`src/rtl/wb_arb2.sv`:
```
// Two-master round-robin Wishbone classic arbiter for one shared slave.
// Slave no-ack timeout reported to the granted master as a one-cycle err pulse.
module wb_arb2 #(
  parameter int AWIDTH  = 32,
  parameter int TIMEOUT = 255
) (
  input  logic              clk_i,
  input  logic              rst_i,
  input  logic              m0_cyc_i,
  input  logic              m0_stb_i,
  input  logic              m0_we_i,
  input  logic [3:0]        m0_sel_i,
  input  logic [AWIDTH-1:0] m0_adr_i,
  input  logic [31:0]       m0_dat_i,
  output logic [31:0]       m0_dat_o,
  output logic              m0_ack_o,
  output logic              m0_err_o,
  input  logic              m1_cyc_i,
  input  logic              m1_stb_i,
  input  logic              m1_we_i,
  input  logic [3:0]        m1_sel_i,
  input  logic [AWIDTH-1:0] m1_adr_i,
  input  logic [31:0]       m1_dat_i,
  output logic [31:0]       m1_dat_o,
  output logic              m1_ack_o,
  output logic              m1_err_o,
  output logic              s_cyc_o,
  output logic              s_stb_o,
  output logic              s_we_o,
  output logic [3:0]        s_sel_o,
  output logic [AWIDTH-1:0] s_adr_o,
  output logic [31:0]       s_dat_o,
  input  logic [31:0]       s_dat_i,
  input  logic              s_ack_i,
  output logic [1:0]        gnt_o
);
  localparam int CW = ($clog2(TIMEOUT + 1) > 8) ? $clog2(TIMEOUT + 1) : 8;
  localparam logic [CW-1:0] TMO_LAST = CW'(TIMEOUT - 1);

  typedef enum logic [1:0] {IDLE = 2'b00, G0 = 2'b01, G1 = 2'b10} state_t;

  state_t        state, state_nxt;
  logic          last, last_nxt;
  logic [CW-1:0] cnt, cnt_nxt;
  logic          stall, tmo;

  always_ff @(posedge clk_i or posedge rst_i) begin
    if (rst_i) begin
      state <= IDLE;
      last  <= 1'b1;
      cnt   <= '0;
    end else begin
      state <= state_nxt;
      last  <= last_nxt;
      cnt   <= cnt_nxt;
    end
  end

  assign gnt_o    = state;
  assign m0_dat_o = s_dat_i;
  assign m1_dat_o = s_dat_i;

  always_comb begin
    state_nxt = state;
    last_nxt  = last;
    s_cyc_o   = 1'b0;
    s_stb_o   = 1'b0;
    s_we_o    = 1'b0;
    s_sel_o   = '0;
    s_adr_o   = '0;
    s_dat_o   = '0;
    m0_ack_o  = 1'b0;
    m0_err_o  = 1'b0;
    m1_ack_o  = 1'b0;
    m1_err_o  = 1'b0;
    case (state)
      IDLE: begin
        // On a tie the master that did not hold the bus last wins.
        if (m0_cyc_i && m1_cyc_i) state_nxt = last ? G0 : G1;
        else if (m0_cyc_i)        state_nxt = G0;
        else if (m1_cyc_i)        state_nxt = G1;
      end
      G0: begin
        s_cyc_o  = m0_cyc_i;
        s_stb_o  = m0_stb_i;
        s_we_o   = m0_we_i;
        s_sel_o  = m0_sel_i;
        s_adr_o  = m0_adr_i;
        s_dat_o  = m0_dat_i;
        m0_ack_o = s_ack_i;
        if (!m0_cyc_i) begin
          last_nxt  = 1'b0;
          state_nxt = m1_cyc_i ? G1 : IDLE;
        end
      end
      G1: begin
        s_cyc_o  = m1_cyc_i;
        s_stb_o  = m1_stb_i;
        s_we_o   = m1_we_i;
        s_sel_o  = m1_sel_i;
        s_adr_o  = m1_adr_i;
        s_dat_o  = m1_dat_i;
        m1_ack_o = s_ack_i;
        if (!m1_cyc_i) begin
          last_nxt  = 1'b1;
          state_nxt = m0_cyc_i ? G0 : IDLE;
        end
      end
      default: state_nxt = IDLE;
    endcase

    // A stalled cycle is one with an active strobe and no ack, so ack always beats err.
    stall    = s_cyc_o & s_stb_o & ~s_ack_i;
    tmo      = (TIMEOUT != 0) && stall && (cnt == TMO_LAST);
    m0_err_o = (state == G0) && tmo;
    m1_err_o = (state == G1) && tmo;

    if (TIMEOUT == 0 || state_nxt != state || !stall || tmo) cnt_nxt = '0;
    else                                                     cnt_nxt = cnt + 1'b1;
  end
endmodule

```
`config.mk`:
```
export PLATFORM = sky130hd
export DESIGN_NAME = wb_arb2
export DESIGN_NICKNAME = d
export VERILOG_FILES = /design/src/rtl/wb_arb2.sv
export SDC_FILE = /design/constraint.sdc
export NUM_CORES = 1
export LEC_CHECK = 0
export ABC_AREA = 1
export BUFFER_PORTS_ARGS = -buffer_cell sky130_fd_sc_hd__buf_4
export CAP_MARGIN = 30
export CORE_AREA = 2 2 123 125
export CTS_BUF_LIST = sky130_fd_sc_hd__clkbuf_16
export DETAILED_ROUTE_END_ITERATION = 12
export DIE_AREA = 0 0 125 127
export SLEW_MARGIN = 5
export SYNTH_ARGS = -nofsm -noshare
export SYNTH_HDL_FRONTEND = slang
export SYNTH_SLANG_ARGS = --single-unit
```
`constraint.sdc`:
```
create_clock -name clk_i -period 2.6 [get_ports clk_i]
set_input_delay 0.13 -clock clk_i [delete_from_list [all_inputs] [get_ports clk_i]]
set_output_delay 0.13 -clock clk_i [all_outputs]
set_load 0.01 [all_outputs]
```
# After elaboration in Yosys (flattened, before gate mapping)
# Index checks and enable logic that the tools add are counted.
# classes
add_sub_neg	1
n_eq_ne	6
n_bitwise	3
n_reduce_logical	10
n_mux	21
# ops
op	count
case mux 32 bit (2 select lines)	2
two-way mux 2 bit	7
adder 8 x 1 -> 8 bit (second input constant)	1
== test 8 bit (second input constant)	1
two-way mux 8 bit	1
case mux 1 bit (2 select lines)	4
case mux 4 bit (2 select lines)	1
case mux 2 bit (3 select lines)	1
two-way mux 1 bit	5
logical AND 1 bit	4
!= test 2 bit (second input constant)	2
AND reduction 3 bit	1
AND 1 bit	2
== test 2 x 1 -> 1 bit (second input constant)	1
== test 2 bit (second input constant)	1
logical NOT 2 bit	1
logical OR 1 bit	2
!= test 2 bit	1
nonzero test 2 bit	1
logical NOT 1 bit	1
NOT 1 bit	1
# word_totals
input_bits	177
out_inout_bits	141
reg_bits	11

# Depth between registers and ports, before layout
# logic_depth
word_depth	8
mapped_depth	12
ltp_nobuf	11

# Least setup slack after synthesis
# No wires, ideal clock.
# synth_timing
path_kind	register to output
start	reg state[0], in the netlist gnt_o[0]
end	out s_dat_o[20]
stages_incl_launch_ff	7
path_slack_ns	0.977
t_arrival_ns	1.493
path_cell_list	dfrtp_1 inv_1 ha_1 buf_2 buf_1 nand2_1 a21oi_1
# synth_between
elab_chain_cells	2
word_cells_on_any_way	3
# synth_rtl
element	line_no	rtl
start: declaration	42	state_t state, state_nxt;
start signal: assignment	53	state <= state_nxt;
== test 2 bit or == test 2 x 1 -> 1 bit (tied branches)	76	case (state)
case mux 32 bit (2 select lines) *	76	
end: declaration	32	output logic [31:0] s_dat_o,
# Mark *: on every way between the ends. The rest lies on a longest branch, timed or not.

# Worst setup path after layout
# layout_timing
start	reg state[0], in the netlist gnt_o[0]
end	out s_we_o
# layout_between
elab_chain_cells	2
word_cells_on_any_way	3
# layout_rtl
element	line_no	rtl
== test 2 bit or == test 2 x 1 -> 1 bit (tied branches)	76	
case mux 1 bit (2 select lines) *	76	
end: declaration	29	output logic s_we_o,
# Marks and branches as above.

==> metrics.txt <==
die width 125 um; flop2flop setup slack approximately 0.8 ns; Final Setup Violations 0; post-synthesis register bit count 11; total routed wirelength 8810 um; final hold slack 0.251 ns; post-synth cell types 22; crit-path cells inv_1 -> ha_2 -> buf_4 -> nand2_1 -> a21oi_1 -> buf_4; CP Launch Type flop; DRC viols 0; routed via count ~2,900; Post-synth ARST share 100%; Slew @ Worst Pin 0.434 ns; routed len/inst 12.1 um; Worst EP required 2.47 ns; Core Region 14,400 sq um; first-pass GRT wire length 13,100 um; Antenna Nets Post-Route 0; largest net degree at the start of global routing 37; crit end category primary output; sequential share of the synthesized area between 10% and 20%; P_leak 1.80 nW; instance count on the critical path 6; max-slew violations 0; Final #Nets 726; setup TNS 0 ns; Max Cap Viol 0; Post-Syn Nets 580; Area after DPL 3550 sq um; Via density 3.93; initial DRC count between 90 and 100; Max VDD drop 0.600 mV; Die Ht approximately 130 um; worst stage delay on the critical path between 0.4 and 0.5 ns; Synth Warn # 0; Clock Sinks 11; Tcrit/Tclk final 78.7%; TritonCTS Buffers 3; die area 15,900 sq um; clk buf depth 2; commonest non-fill, non-tap cell in the layout buf_4; H-tree depth 1; First-pass DRT Iterations 4; PD cells 745 nW/um^2; CP delay by family, top buffers and inverters; Final Hold Viols 0; worst reg2reg path startpoint gnt_o[0]; Synth Flop Type dfrtp_1; routability cong. between 0.7 and 0.8; IO Port Bufs 221; worst rel slew slack 71.0%; antenna diode count 0; RR Endpoint cnt[5]; Syn-to-layout area delta 66.5%; Tmin final roughly 2.0 ns; Arr. time, crit path 1.92 ns; GR Overflow Total 0; Row Count 44; WP buf/inv 3; RSZ-0062 raised after global routing false; CTS tree yes; Synth Instances 397; critical path class reg -> out; Reg clk slew, reported paths ~0.04 ns; GRT Total Usage 9.92%; Worst Setup EP s_we_o; Initial Utilization 15.1%; CP max FO 35; Max Clock Freq 489 MHz; Worst-Skew Late Latency between 0.2 and 0.25 ns; number of synthesized flops with an enable pin 0; fraction of layout cells with a size suffix above 1 44.8%; Design Area, Final 3640 sq um; clock skew 0.00204 ns; slowest CP cell dfrtp_1; worst r2r path cells 10; I/O pins 318; commonest non-fill, non-tap cells in the layout buf_4 (227), nand2_1 (170), a21oi_1 (69); HPWL Detailed between 7000 and 8000 um; most used cell, CP buf_4; initial antenna violation count 0; Mapped Avg Cell Area 5.50 sq um; Syn Std Cell Area 2180 sq um; outcome finished clean; worst hold path class in -> reg; clock root buffer clkbuf_16; vias in the first global route 2,675; crit path from gnt_o[0]; # fillers 1,637
-- worst min-delay path by stage --
stage                      startpoint      endpoint  slack [ns]  depth (start not counted)
after floorplan                 rst_i        cnt[0]       -0.02                          1
after global placement          rst_i      gnt_o[0]        0.16                          2
after detailed placement        rst_i      gnt_o[0]        0.16                          2
after CTS                    m0_cyc_i          last        0.24                          4
after global routing      s_dat_i[24]  m1_dat_o[24]        0.26                          0
final                        m0_cyc_i          last        0.25                          4
-- layer usage --
layer | up-vias | GRT usage [%] | wire length, um
met4 | 0 | 2.88 | 183
met1 | 1182 | 12.1 | 3370
li1 | 1466 | - | -
met3 | 23 | 2.47 | 1040
met5 | - | 0 | 0
met2 | 182 | 17.3 | 4220
-- through the flow --
stage / cells / utilization, % / worst slack (ns) / power, mW
final: 726 / 25.2 / 0.554 / 2.71
after global routing: 726 / 25.2 / 0.389 / 2.98
after CTS: 726 / 25.2 / 0.496 / 2.76
after detailed placement: 721 / 24.6 / 0.756 / 2.46
after global placement: 721 / 24.6 / 0.762 / 2.46
after floorplan: 397 / - / 0.977 / 1.55
-- state kept, by name, indices dropped and copies added, names as in the netlist --
register	flops
cnt	8
last	1
gnt_o	2
-- repair_timing --
action / CTS / global route
buffers inserted: 0 / 0
endpoints found under the hold margin: 10 / 0
resized for setup: 0 / 0
hold buffers: 1 / 0
-- Yosys cell counts (2+ instances only) --
| cell type | instances | area [sq um] |
|---|---|---|
| nand2_1 | 170 | 638 |
| a21oi_1 | 69 | 345 |
| buf_4 | 64 | 480 |
| clkbuf_1 | 17 | 63.8 |
| inv_1 | 15 | 56.3 |
| nor2_1 | 12 | 45.0 |
| dfrtp_1 | 10 | 250 |
| nand3_1 | 9 | 45.0 |
| ha_1 | 6 | 75.1 |
| buf_1 | 4 | 15.0 |
| inv_2 | 4 | 15.0 |
| xor2_1 | 4 | 35.0 |
| nor2_2 | 3 | 18.8 |
| nand2_2 | 2 | 12.5 |
-- cell type report --
| cell class | count | area [sq um] | area share, % |
|---|---|---|---|
| clock buffers | 3 | 75.1 | 2.06 |
| clock inverters | 1 | 3.75 | 0.103 |
| inverters | 19 | 71.3 | 1.96 |
| multi-input cells | 280 | 1270 | 34.8 |
| flip-flops and latches | 11 | 277 | 7.60 |
| well taps | 184 | 230 | 6.33 |
| repair buffers | 228 | 1710 | 47.1 |
-- logic make-up (layout without fill, tap and decap cells) --
kind of cell	after synthesis	after routing	synth area share [%]
and+or+nand+nor	198	198	35.8
buffers and inverters	106	251	29.6
AOI/OAI and AO/OA	71	71	16.5
DFF	11	11	12.7
adders and majority gates	6	6	3.44
xor gates and xnor gates	5	5	2.00
-- power breakdown --
part	switching [mW]	leakage [nW]	internal, mW	total [mW]
sequential	0.0273	0.148	0.199	0.227
clock	0.0755	0.0423	0.202	0.277
combinational	1.29	1.61	0.911	2.20
-- worst reg2reg max path, cell delays in order (launching register included) --
cell	delay (ns)
dfrtp_1	0.44
inv_1	0.15
ha_2	0.26
nand2_1	0.10
nand2_2	0.10
inv_2	0.05
nor2_2	0.09
nand2_1	0.07
nor2_2	0.19
nand3_4	0.14
nor2_1	0.13
Note: power is estimated with default switching activity, not from simulation.
